<file path="src/rtl/ws2812_tx_if.sv">
// Pixel-fetch / serial-status bundle between the display mapping logic and ws2812_tx.
interface ws2812_tx_if #(
  parameter int unsigned IDX_W = 4
);
  logic             start;
  logic [23:0]      pix_grb;
  logic [IDX_W-1:0] pix_idx;
  logic             dout;
  logic             busy;
  logic             done;

  // Upstream side: requests frames and answers pixel lookups.
  modport master (
    output start,
    output pix_grb,
    input  pix_idx,
    input  dout,
    input  busy,
    input  done
  );

  // Transmitter side.
  modport slave (
    input  start,
    input  pix_grb,
    output pix_idx,
    output dout,
    output busy,
    output done
  );
endinterface

</file>
<file path="src/rtl/ws2812_tx.sv">
// WS2812 strip transmitter: fetches GRB pixels by index, sends them MSB-first with
// pulse-width NRZ coding, then holds the line low for the latch gap.
module ws2812_tx #(
  parameter int unsigned NUM_LEDS     = 12,
  parameter int unsigned IDX_W        = 4,
  parameter int unsigned TBIT         = 62,
  parameter int unsigned T0H          = 20,
  parameter int unsigned T1H          = 40,
  parameter int unsigned RESET_CYCLES = 2600
) (
  input  logic           CLOCK_50,
  input  logic           reset,
  ws2812_tx_if.slave     bus
);

  localparam int unsigned PIX_W   = 24;
  localparam int unsigned BIT_W   = 5;
  localparam int unsigned CNT_MAX = (TBIT > RESET_CYCLES) ? TBIT : RESET_CYCLES;
  localparam int unsigned CNT_W   = $clog2(CNT_MAX + 1);

  localparam logic [IDX_W-1:0] LAST_IDX = IDX_W'(NUM_LEDS - 1);
  localparam logic [CNT_W-1:0] BIT_END  = CNT_W'(TBIT - 1);
  localparam logic [CNT_W-1:0] GAP_END  = CNT_W'(RESET_CYCLES);
  localparam logic [CNT_W-1:0] T0H_C    = CNT_W'(T0H);
  localparam logic [CNT_W-1:0] T1H_C    = CNT_W'(T1H);
  localparam logic [BIT_W-1:0] MSB_BIT  = BIT_W'(PIX_W - 1);

  // Reject illegal timing / strip-length parameters at elaboration.
  if (NUM_LEDS < 1 || NUM_LEDS > (1 << IDX_W) || T0H == 0 || !(T0H < T1H) || !(T1H < TBIT))
  begin : g_bad_params
    $error("ws2812_tx: need 1<=NUM_LEDS<=2^IDX_W and 0<T0H<T1H<TBIT");
  end

  typedef enum logic [1:0] {
    IDLE,
    FETCH,
    SEND,
    GAP
  } state_t;

  state_t             state_q, state_d;
  logic [PIX_W-1:0]   shreg_q, shreg_d;
  logic [BIT_W-1:0]   bit_cnt_q, bit_cnt_d;
  logic [CNT_W-1:0]   cyc_cnt_q, cyc_cnt_d;
  logic [IDX_W-1:0]   pix_idx_q, pix_idx_d;
  logic               last_q, last_d;
  logic               pending_q, pending_d;
  logic               busy_q, busy_d;
  logic               done_q, done_d;
  logic               dout_q, dout_d;

  // State and datapath registers.
  always_ff @(posedge CLOCK_50) begin
    if (reset) begin
      state_q   <= IDLE;
      shreg_q   <= '0;
      bit_cnt_q <= '0;
      cyc_cnt_q <= '0;
      pix_idx_q <= '0;
      last_q    <= 1'b0;
      pending_q <= 1'b0;
      busy_q    <= 1'b0;
      done_q    <= 1'b0;
      dout_q    <= 1'b0;
    end else begin
      state_q   <= state_d;
      shreg_q   <= shreg_d;
      bit_cnt_q <= bit_cnt_d;
      cyc_cnt_q <= cyc_cnt_d;
      pix_idx_q <= pix_idx_d;
      last_q    <= last_d;
      pending_q <= pending_d;
      busy_q    <= busy_d;
      done_q    <= done_d;
      dout_q    <= dout_d;
    end
  end

  // Next-state, bit timing, pixel prefetch and frame sequencing.
  always_comb begin
    state_d   = state_q;
    shreg_d   = shreg_q;
    bit_cnt_d = bit_cnt_q;
    cyc_cnt_d = cyc_cnt_q;
    pix_idx_d = pix_idx_q;
    last_d    = last_q;
    busy_d    = busy_q;
    done_d    = 1'b0;
    pending_d = pending_q | (bus.start & busy_q);
    // Line is high for the first T0H/T1H cycles of each bit period of the current MSB.
    dout_d    = (state_q == SEND) && (cyc_cnt_q < (shreg_q[PIX_W-1] ? T1H_C : T0H_C));

    unique case (state_q)
      IDLE: begin
        if (bus.start) begin
          state_d   = FETCH;
          pix_idx_d = '0;
          busy_d    = 1'b1;
        end
      end

      FETCH: begin
        shreg_d   = bus.pix_grb;
        bit_cnt_d = MSB_BIT;
        cyc_cnt_d = '0;
        last_d    = 1'b0;
        state_d   = SEND;
      end

      SEND: begin
        if (cyc_cnt_q == BIT_END) begin
          cyc_cnt_d = '0;
          if (bit_cnt_q == '0) begin
            if (last_q) begin
              // Park the index on pixel 0 so the next frame's lookup has long settled.
              state_d   = GAP;
              pix_idx_d = '0;
            end else begin
              shreg_d   = bus.pix_grb;
              bit_cnt_d = MSB_BIT;
            end
          end else begin
            shreg_d   = {shreg_q[PIX_W-2:0], 1'b0};
            bit_cnt_d = bit_cnt_q - BIT_W'(1);
            // Last bit of the pixel begins: request the next one a full bit early.
            if (bit_cnt_q == BIT_W'(1)) begin
              if (pix_idx_q == LAST_IDX) begin
                last_d = 1'b1;
              end else begin
                pix_idx_d = pix_idx_q + IDX_W'(1);
              end
            end
          end
        end else begin
          cyc_cnt_d = cyc_cnt_q + CNT_W'(1);
        end
      end

      GAP: begin
        if (cyc_cnt_q == GAP_END) begin
          done_d    = 1'b1;
          pending_d = 1'b0;
          if (pending_q || bus.start) begin
            state_d   = FETCH;
            pix_idx_d = '0;
            busy_d    = 1'b1;
          end else begin
            state_d = IDLE;
            busy_d  = 1'b0;
          end
        end else begin
          cyc_cnt_d = cyc_cnt_q + CNT_W'(1);
        end
      end

      default: begin
        state_d = IDLE;
        busy_d  = 1'b0;
      end
    endcase
  end

  assign bus.pix_idx = pix_idx_q;
  assign bus.dout    = dout_q;
  assign bus.busy    = busy_q;
  assign bus.done    = done_q;

endmodule

</file>
<file path="src/flat_wrapper.sv">
// flat-port wrapper written by rule: the top's interface ports become plain ports
module ws2812_tx_flat 
#(
  parameter int unsigned NUM_LEDS     = 12,
  parameter int unsigned IDX_W        = 4,
  parameter int unsigned TBIT         = 62,
  parameter int unsigned T0H          = 20,
  parameter int unsigned T1H          = 40,
  parameter int unsigned RESET_CYCLES = 2600
)
  (CLOCK_50, reset, bus_start, bus_pix_grb, bus_pix_idx, bus_dout, bus_busy, bus_done);
  ws2812_tx_if #(.IDX_W(IDX_W)) bus_i ();
  input  logic CLOCK_50;
  input  logic reset;
  input wire logic [$bits(bus_i.start)-1:0] bus_start;
  input wire logic [$bits(bus_i.pix_grb)-1:0] bus_pix_grb;
  output wire logic [$bits(bus_i.pix_idx)-1:0] bus_pix_idx;
  output wire logic [$bits(bus_i.dout)-1:0] bus_dout;
  output wire logic [$bits(bus_i.busy)-1:0] bus_busy;
  output wire logic [$bits(bus_i.done)-1:0] bus_done;
  assign bus_i.start = bus_start;
  assign bus_i.pix_grb = bus_pix_grb;
  assign bus_pix_idx = bus_i.pix_idx;
  assign bus_dout = bus_i.dout;
  assign bus_busy = bus_i.busy;
  assign bus_done = bus_i.done;
  ws2812_tx #(.NUM_LEDS(NUM_LEDS), .IDX_W(IDX_W), .TBIT(TBIT), .T0H(T0H), .T1H(T1H), .RESET_CYCLES(RESET_CYCLES)) u_core (.CLOCK_50(CLOCK_50), .reset(reset), .bus(bus_i));
endmodule
</file>
<file path="config.mk">
export PLATFORM = sky130hd
export DESIGN_NAME = ws2812_tx_flat
export DESIGN_NICKNAME = d
export VERILOG_FILES = /design/src/rtl/ws2812_tx_if.sv /design/src/rtl/ws2812_tx.sv /design/src/flat_wrapper.sv
export SDC_FILE = /design/constraint.sdc
export NUM_CORES = 1
export LEC_CHECK = 0
export ABC_AREA = 1
export CELL_PAD_IN_SITES_DETAIL_PLACEMENT = 1
export CELL_PAD_IN_SITES_GLOBAL_PLACEMENT = 2
export CORE_ASPECT_RATIO = 1.2
export CORE_MARGIN = 3
export CORE_UTILIZATION = 31
export DETAILED_ROUTE_END_ITERATION = 7
export GPL_TIMING_DRIVEN = 0
export HOLD_SLACK_MARGIN = 0.08
export MAX_ROUTING_LAYER = met4
export PLACE_DENSITY_LB_ADDON = 0.1
export SYNTH_ARGS = -nofsm -noshare
export SYNTH_HDL_FRONTEND = slang
export SYNTH_SLANG_ARGS = --single-unit
</file>
<file path="constraint.sdc">
create_clock -name CLOCK_50 -period 2.1 [get_ports CLOCK_50]
set_clock_uncertainty 0.2 [all_clocks]
set_input_delay 0.21 -clock CLOCK_50 [delete_from_list [all_inputs] [get_ports CLOCK_50]]
set_output_delay 0.21 -clock CLOCK_50 [all_outputs]
set_load 0.005 [all_outputs]
</file>
# After elaboration in Yosys (flattened, before gate mapping)
# Index checks and enable logic that the tools add are counted.
[op_classes]
n_bitwise = 3
magnitude_cmp = 1
multipliers = 0
reduce_logical = 15
shift = 0
div_mod_pow = 0
eq_ne = 21
muxes = 40
addsub = 3
[op_table]
columns = ["op", "n"]
rows = [
  ["two-way mux 24 bit", 3],
  ["one-hot mux 24 bit (2 select lines)", 1],
  ["one-hot mux 12 bit (3 select lines)", 1],
  ["two-way mux 4 bit", 8],
  ["two-way mux 12 bit", 2],
  ["two-way mux 5 bit", 3],
  ["!= test 2 bit, second input constant", 7],
  ["adder 12 x 1 -> 12 bit, second input constant", 1],
  ["equality test 12 bit, second input constant", 1],
  ["equality test 12 x 6 -> 1 bit, second input constant", 1],
  ["< comparator 12 bit", 1],
  ["one-hot mux 4 bit (3 select lines)", 1],
  ["two-way mux 1 bit", 11],
  ["two-way mux 2 bit", 5],
  ["one-hot mux 5 bit (2 select lines)", 1],
  ["AND reduction 5 bit", 2],
  ["!= test 3 bit, second input constant", 3],
  ["one-hot mux 2 bit (4 select lines)", 1],
  ["AND reduction 8 bit", 1],
  ["two-way mux 6 bit", 1],
  ["!= test 2 x 1 -> 1 bit, second input constant", 3],
  ["AND reduction 3 bit", 2],
  ["nonzero test 3 bit", 2],
  ["equality test 5 x 1 -> 1 bit, second input constant", 1],
  ["other kinds (17)", 20],
]
[word_totals]
mem_bits_ro = 0
in_bits = 27
n_memories = 0
latchBits = 0
ramBits = 0
out_inout_bits = 7
reg_bits = 52
wordCells = 93

# Logic depth before layout (Yosys ltp)
# Gate-level depths: netlist of run 1.
[depth]
ltp_word = 6
ltp_mapped = 12
depth_no_buf = 12

# Least setup slack after synthesis of run 1
# No wires, ideal clock.
[synth_timing]
kind = "register to register"
startpoint = "register u_core.state_q[0]"
endpoint = "register u_core.pix_idx_q[2], in the netlist u_core.bus.pix_idx[2]"
setup_ns = 0.132
period_less_slack_ns = 1.819
required_ns = 1.768
t_arrival_ns = 1.487
stages_incl_launch_ff = 11
path_slack_ns = 0.281
n_path_buf = 0
path_cell_list = "dfxtp_1 > inv_1 > ha_1 > inv_1 > nor2_1 > nor2_1 > nand2_1 > nor2_2 > nand3_2 > nand2_1 > a21oi_1"
[synth_via]
elab_chain_len = 3
word_cells_on_any_way = 13
cone_classes = "eq/ne: 9; mux: 1; reduce/logical: 3"
[synth_lines]
columns = ["element", "line", "text"]
rows = [
  ["from (decl)", "ws2812_tx.sv:41", "state_t state_q, state_d;"],
  ["from (signal assigned)", "ws2812_tx.sv:66", "state_q <= state_d;"],
  ["equality test 2 bit or logical NOT 2 bit (tied branches)", "ws2812_tx.sv:93", "unique case (state_q)"],
  ["!= test 3 x 2 -> 1 bit (no source line) (tied with other cells)", "-", ""],
  ["AND reduction 8 bit (no source line)", "-", ""],
  ["to (signal assigned)", "ws2812_tx.sv:70", "pix_idx_q <= pix_idx_d;"],
  ["to (decl)", "ws2812_tx.sv:45", "logic [IDX_W-1:0] pix_idx_q, pix_idx_d;"],
]
# Several ways; a longest one is shown, not always the timed one.
# A chain may end at the register's enable or synchronous reset.

# Final worst setup path of run 1
[layout_timing]
startpoint = "register u_core.cyc_cnt_q[0]"
endpoint = "register u_core.pix_idx_q[1], in the netlist u_core.bus.pix_idx[1]"
[layout_via]
elab_chain_len = 3
word_cells_on_any_way = 5
cone_classes = "eq/ne: 4; reduce/logical: 1"
[layout_lines]
columns = ["element", "line", "text"]
rows = [
  ["from (decl)", "ws2812_tx.sv:44", "logic [CNT_W-1:0] cyc_cnt_q, cyc_cnt_d;"],
  ["from (signal assigned)", "ws2812_tx.sv:69", "cyc_cnt_q <= cyc_cnt_d;"],
  ["equality test 12 x 6 -> 1 bit or equality test 12 bit (tied branches)", "ws2812_tx.sv:111, ws2812_tx.sv:140", ""],
  ["!= test 2 bit (no source line) or != test 2 x 1 -> 1 bit (tied branches)", "-", ""],
  ["AND reduction 8 bit (no source line) (*)", "-", ""],
]
# Mark *: on every way between the ends. The rest lies on a longest branch, timed or not.

==> results.yml, run 1 <==
setup_path:
  critical_path_required_ns: 2.09
  cp-end-kind: "register"
  path_class: "reg2reg"
  cp.arrival_ns: 1.98
  slowest_stage: "dfxtp_1"
  cp_max_fo: 5
  slowest_delay_ns: 0.36
  start_kind: "register"
  worstPathCellList: "inv_1 -> ha_1 -> nand2_2 -> nor2_2 -> nand3_1 -> a21oi_4 -> buf_4 -> nand4_1 -> nand2_1 -> nor2_1"
global_routing:
  grt_first_pass_wirelength_mm: 14.5
  globalRouteMet2Util: 0.287
  grt.busiest_layer: "met2"
  grtUsageMet3: 0.0283
  grt_pass1_vias: 3035
  grt_use_total: 0.171
  gr-total-overflow: 0
  antenna_found_initial: 0
  met1_usage: 0.210
  grt_max_degree: 17
clocking:
  cts_tree: "yes"
  clock-sinks: 52
  worstSkewPairLatency_ns: 0.32
  cts_max_path_buffers: 2
  clock-root-buffer: "clkbuf_8"
  cts_buffers: 5
  h-tree-depth: 2
  hold_buffers: 0
  path_clk_slew_ns: 0.11
drt:
  wirelength_mm: 8.34
  wire_per_inst_um: 13.8
  viasPerCell: 4.85
  via_count: 2941
  drt_first_pass_iters: 4
  drc: 0
  drt_iter0_drc: 72
  drtAntennaViolNets: 0
floorplan:
  core_sq_um: 9270
  rows: 38
  die-height_um: 114
  io_pins: 34
  fp.dieW_um: 96.3
  start_util: 0.327
  die-area_sq_um: 11000
timing:
  drv_slew: 0
  maxSlewHeadroom: 0.613
  final.min_clock_period_ns: 1.99
  worstMarginPinSlew_ns: 0.580
  setup_viol: 0
  fin_crit_sh: 0.946
  finalHoldViolCount: 0
  fin_hold_ws_ns: 0.170
  fmax_mhz: 504
pwr:
  cellLeakagePower_nw: 1.52
  vdd_drop_max_mv: 0.419
  powerDensity_nw_per_um2: 1270
yosys:
  async_reset_ff_frac: 0
  synthDistinctLibCells: 37
  syn_area_per_cell_sq_um: 6.89
  synth_top_cell_by_area: "dfxtp_1"
  yosys_warnings: 0
  synth_edf_count: 0
  synth_fp_nets: 481
  syn_inst: 440
  synth_area_leaders: "dfxtp_1 34%, nand2_1 11%, a21oi_1 7.4%"
  ys_ff_latch: 52
  seq_area_frac_synth: 0.344
  synth_area_sq_um: 3030
  yosysMostFrequentCell: "nand2_1"
  yosys-top-cells-count: "90 x nand2_1, 60 x inv_1, 52 x dfxtp_1, 45 x a21oi_1, 37 x nor2_1"
  synth_flop_cell: "dfxtp_1"
  synth_top_area_frac: 0.344
place:
  dp_hpwl_mm: 6.29
  port_buffers: 32
  place.gp.congestion: 0.809
run_status:
  status: "complete, no violations"
flow_run:
  cap_violations: 0
hold_path:
  hold_path.class: "in2reg"
cells_and_area:
  drive_gt1_frac: 0.115
  fin_nets: 526
  diodes: 0
  syn2layout_area_growth_pct: 22.0
  fin_util: 0.399
==> state kept, by name, indices dropped and copies added (netlist names) <==
signal,count
u_core.pending_q,1
u_core.cyc_cnt_q,12
u_core.bit_cnt_q,5
u_core.last_q,1
u_core.state_q,2
u_core.bus.done,1
u_core.bus.dout,1
u_core.bus.pix_idx,4
u_core.shreg_q,24
u_core.bus.busy,1
==> placed cells by master, fill, tap and decap left out, drive strengths merged, types with 2 or more instances in the layout <==
cell type / synthesis / routed
dfxtp: 52 / 52
o21ai: 54 / 54
xnor2: 3 / 3
or2: 2 / 2
ha: 14 / 14
buf: 12 / 18
nor3: 9 / 9
clkdlybuf4s50: 0 / 32
xor2: 4 / 4
nand4: 9 / 9
clkbuf: 6 / 11
nand2: 97 / 97
nand3: 19 / 19
nor2: 41 / 41
a21oi: 47 / 47
inv: 65 / 65
==> critical path: cells and delay by family (launching register included) <==
kind	cells	cell delay, ns
adder cells (fa/ha/maj)	1	0.17
AND/OR/NAND/NOR	6	0.57
buffers and inverters	2	0.27
AO/OA/AOI/OAI	1	0.29
flip-flops	1	0.36
==> layer usage <==
layer  up-vias  wire length, um
li1       1501                -
met1      1396             3880
met2        37             4110
met3         7              249
met4         0               99
met5         -                0
==> per-stage QoR <==
stage / setup TNS, ns / worst slack (ns) / cells / power, mW / instance area (sq um)
after floorplan: 0 / 0.281 / 440 / 3.12 / 3030
final: 0 / 0.114 / 606 / 4.70 / 3700
after global routing: -0.0316 / -0.0147 / 606 / 5.16 / 3700
after global placement: -0.212 / -0.0582 / 592 / 3.73 / 3500
after detailed placement: -0.485 / -0.0713 / 592 / 3.78 / 3500
after CTS: 0 / 0.0275 / 600 / 4.57 / 3620
==> final cells by class <==
| cell class | count | area [sq um] |
|---|---|---|
| clock inverters | 3 | 42.5 |
| plain buffers | 18 | 143 |
| repair buffers | 38 | 378 |
| flip-flops and latches | 52 | 1050 |
| clock buffers | 5 | 68.8 |
| fillers | 1218 | 5570 |
| well taps | 120 | 150 |
| multi-input cells | 305 | 1620 |
| inverters | 65 | 244 |
==> timing repair <==
action | CTS | global route
pin swaps | 0 | 2
setup buffers | 0 | 6
endpoints found under the setup margin | 11 | 32
gates resized for setup | 4 | 8
==> cells by family (layout without fill, tap and decap cells) <==
kind of cell | Yosys count | count (layout) | share of synthesized area
and+or+nand+nor | 177 | 177 | 0.262
xor gates and xnor gates | 7 | 7 | 0.0202
DFF | 52 | 52 | 0.344
AOI/OAI and AO/OA | 107 | 107 | 0.191
adders and majority gates | 14 | 14 | 0.0578
buffers and inverters | 83 | 129 | 0.126
==> final timing paths <==
kind,start,endpoint,slack [ns],cells after the start
worst max register to register,u_core.cyc_cnt_q[0],u_core.bus.pix_idx[1],0.11,10
worst max-delay path,u_core.cyc_cnt_q[0],u_core.bus.pix_idx[1],0.11,10
worst min-delay path,reset,u_core.cyc_cnt_q[7],0.17,2
worst min register to register,u_core.shreg_q[20],u_core.shreg_q[20],0.25,2
==> power breakdown <==
group	switching (mW)	total [mW]	internal, mW
Clock	0.380	0.734	0.354
Sequential	0.116	1.34	1.23
Combinational	1.56	2.62	1.07
Total	2.05	4.70	2.65
Power figures use the tool's default switching activity.
==> run 2: changes to the inputs <==
--- a/config.mk
+++ b/config.mk
@@ -16,6 +16,7 @@
 export HOLD_SLACK_MARGIN = 0.08
 export MAX_ROUTING_LAYER = met4
 export PLACE_DENSITY_LB_ADDON = 0.1
+export SLEW_MARGIN = 20
 export SYNTH_ARGS = -nofsm -noshare
 export SYNTH_HDL_FRONTEND = slang
 export SYNTH_SLANG_ARGS = --single-unit
==> results of run 2 <==
No change in the layout: final DEF, timing and power equal those of run 1.
==> run 3: changes to the inputs <==
--- a/config.mk
+++ b/config.mk
@@ -10,10 +10,10 @@
 export CELL_PAD_IN_SITES_GLOBAL_PLACEMENT = 2
 export CORE_ASPECT_RATIO = 1.2
 export CORE_MARGIN = 3
-export CORE_UTILIZATION = 31
+export CORE_UTILIZATION = 34
 export DETAILED_ROUTE_END_ITERATION = 7
 export GPL_TIMING_DRIVEN = 0
-export HOLD_SLACK_MARGIN = 0.08
+export HOLD_SLACK_MARGIN = 0.05
 export MAX_ROUTING_LAYER = met4
 export PLACE_DENSITY_LB_ADDON = 0.1
 export SLEW_MARGIN = 20
==> constraint.sdc (replaced) <==
create_clock -name CLOCK_50 -period 2.6 [get_ports CLOCK_50]
set_clock_uncertainty 0.2 [all_clocks]
set_input_delay 0.26 -clock CLOCK_50 [delete_from_list [all_inputs] [get_ports CLOCK_50]]
set_output_delay 0.26 -clock CLOCK_50 [all_outputs]
set_load 0.005 [all_outputs]
==> results.yml, run 3 (synthesis gave the netlist of run 1 again) <==
clocking:
  postCtsSetupBuffers: 0
  cts_tree: "yes"
  clock-root-buffer: "clkbuf_8"
  h-tree-depth: 2
  path_clk_slew_ns: 0.10
  cts_max_path_buffers: 2
  cts_buffers: 5
  cts_resized: 0
  hold_buffers: 0
  worstSkewPairLatency_ns: 0.32
  clock-sinks: 52
pwr:
  cellLeakagePower_nw: 1.47
  vdd_drop_max_mv: 0.336
  powerDensity_nw_per_um2: 991
  p_total_mw: 3.58
setup_path:
  critPathBufInv: 2
  cp-end-kind: "register"
  slowest_delay_ns: 0.45
  slowest_stage: "dfxtp_1"
  reg2reg_slack_ns: 0.42
  critical_path_required_ns: 2.59
  path_class: "reg2reg"
  worstPathCellList: "inv_1 -> ha_1 -> inv_1 -> nor2_1 -> nand3_1 -> nand2_1 -> nor2_2 -> nand3_2 -> nand2_1 -> a21oi_1"
  cp.arrival_ns: 2.17
  crit_family: "simple AND/OR/NAND/NOR gates"
  start_kind: "register"
  cp_max_fo: 8
place:
  place.gp.congestion: 0.805
  port_buffers: 32
  dp_hpwl_mm: 6.12
floorplan:
  fp.dieW_um: 92.2
  io_pins: 34
  core_sq_um: 8610
  rows: 37
  die-area_sq_um: 10100
  start_util: 0.352
  die-height_um: 109
hold_path:
  hold_path.class: "in2reg"
drt:
  wirelength_mm: 7.85
  drc: 0
  drtAntennaViolNets: 0
  drt_first_pass_iters: 4
  via_count: 2880
  wire_per_inst_um: 13.2
  drt_iter0_drc: 111
  viasPerCell: 4.82
cells_and_area:
  syn2layout_area_growth_pct: 19.2
  reg_top3: "u_core.shreg_q (24), u_core.cyc_cnt_q (12), u_core.bit_cnt_q (5)"
  mostFrequentLayoutCells: "90 x nand2_1, 60 x inv_1, 52 x dfxtp_1"
  fill_cells: 1140
  drive_gt1_frac: 0.0896
  ff_latch_area_sq_um: 1040
  multi_input_area_sq_um: 1610
  diodes: 0
  fin_nets: 520
  layout_commonest_cell: "nand2_1"
  regMostFlops: "u_core.shreg_q"
  largest_reg_flops: 24
timing:
  fmax_mhz: 458
  worstMarginPinSlew_ns: 0.573
  setup_viol: 0
  fin_crit_sh: 0.840
  drv_slew: 0
  final.min_clock_period_ns: 2.18
  tns_ns: 0
  finalHoldViolCount: 0
  rsz0062_at_grt: "no"
  maxSlewHeadroom: 0.618
global_routing:
  gr-total-overflow: 0
  grt_first_pass_wirelength_mm: 13.4
  antenna_found_initial: 0
  grt_use_total: 0.170
  grt_max_degree: 18
  grt_pass1_vias: 2821
flow_run:
  cap_violations: 0
run_status:
  status: "complete, no violations"
run 3: cell count changes in the layout (fill, tap and decap cells not counted), sizes merged:
cell / previous run / this run
clkinv: 1 / 0
buf: 18 / 12
inv: 65 / 66
run 3: cell type report:
class	instances	area share
plain buffers	18	0.0378
clock buffers	5	0.0191
clock inverters	3	0.0128
inverters	65	0.0675
multi-input cells	305	0.445
flip-flops and latches	52	0.288
well taps	117	0.0405
repair buffers	32	0.0887
run 3: stage by stage:
stage	instance area (sq um)	cells	hold WS (ns)	worst slack, ns	utilization
final	3610	597	0.217	0.417	0.420
after global routing	3610	597	0.233	0.163	0.420
after CTS	3610	597	0.213	0.398	0.420
after detailed placement	3500	589	0.243	0.421	0.406
after global placement	3500	589	0.237	0.434	0.406
after floorplan	3030	440	0.225	0.781	-
run 3: metal layers:
layer	wire length [um]	up-vias	GRT usage	part of all wire
met4	81	0	0.0382	0.010
met2	3970	27	0.307	0.51
met5	0	-	-	0
met3	176	6	0.0267	0.022
met1	3630	1345	0.199	0.46
li1	-	1502	-	-
run 3: final timing paths:
| check | startpoint | endpoint | cells after the start |
|---|---|---|---|
| worst max-delay path | u_core.state_q[0] | u_core.bus.pix_idx[3] | 10 |
| worst min register to register | u_core.shreg_q[9] | u_core.shreg_q[9] | 2 |
| worst max register to register | u_core.state_q[0] | u_core.bus.pix_idx[3] | 10 |
| worst min-delay path | reset | u_core.bit_cnt_q[4] | 2 |
run 3: where the power goes:
part / total (mW) / internal [mW] / switching (mW)
registers: 1.08 / 0.984 / 0.0957
logic: 1.90 / 0.717 / 1.19
clock network: 0.596 / 0.291 / 0.305
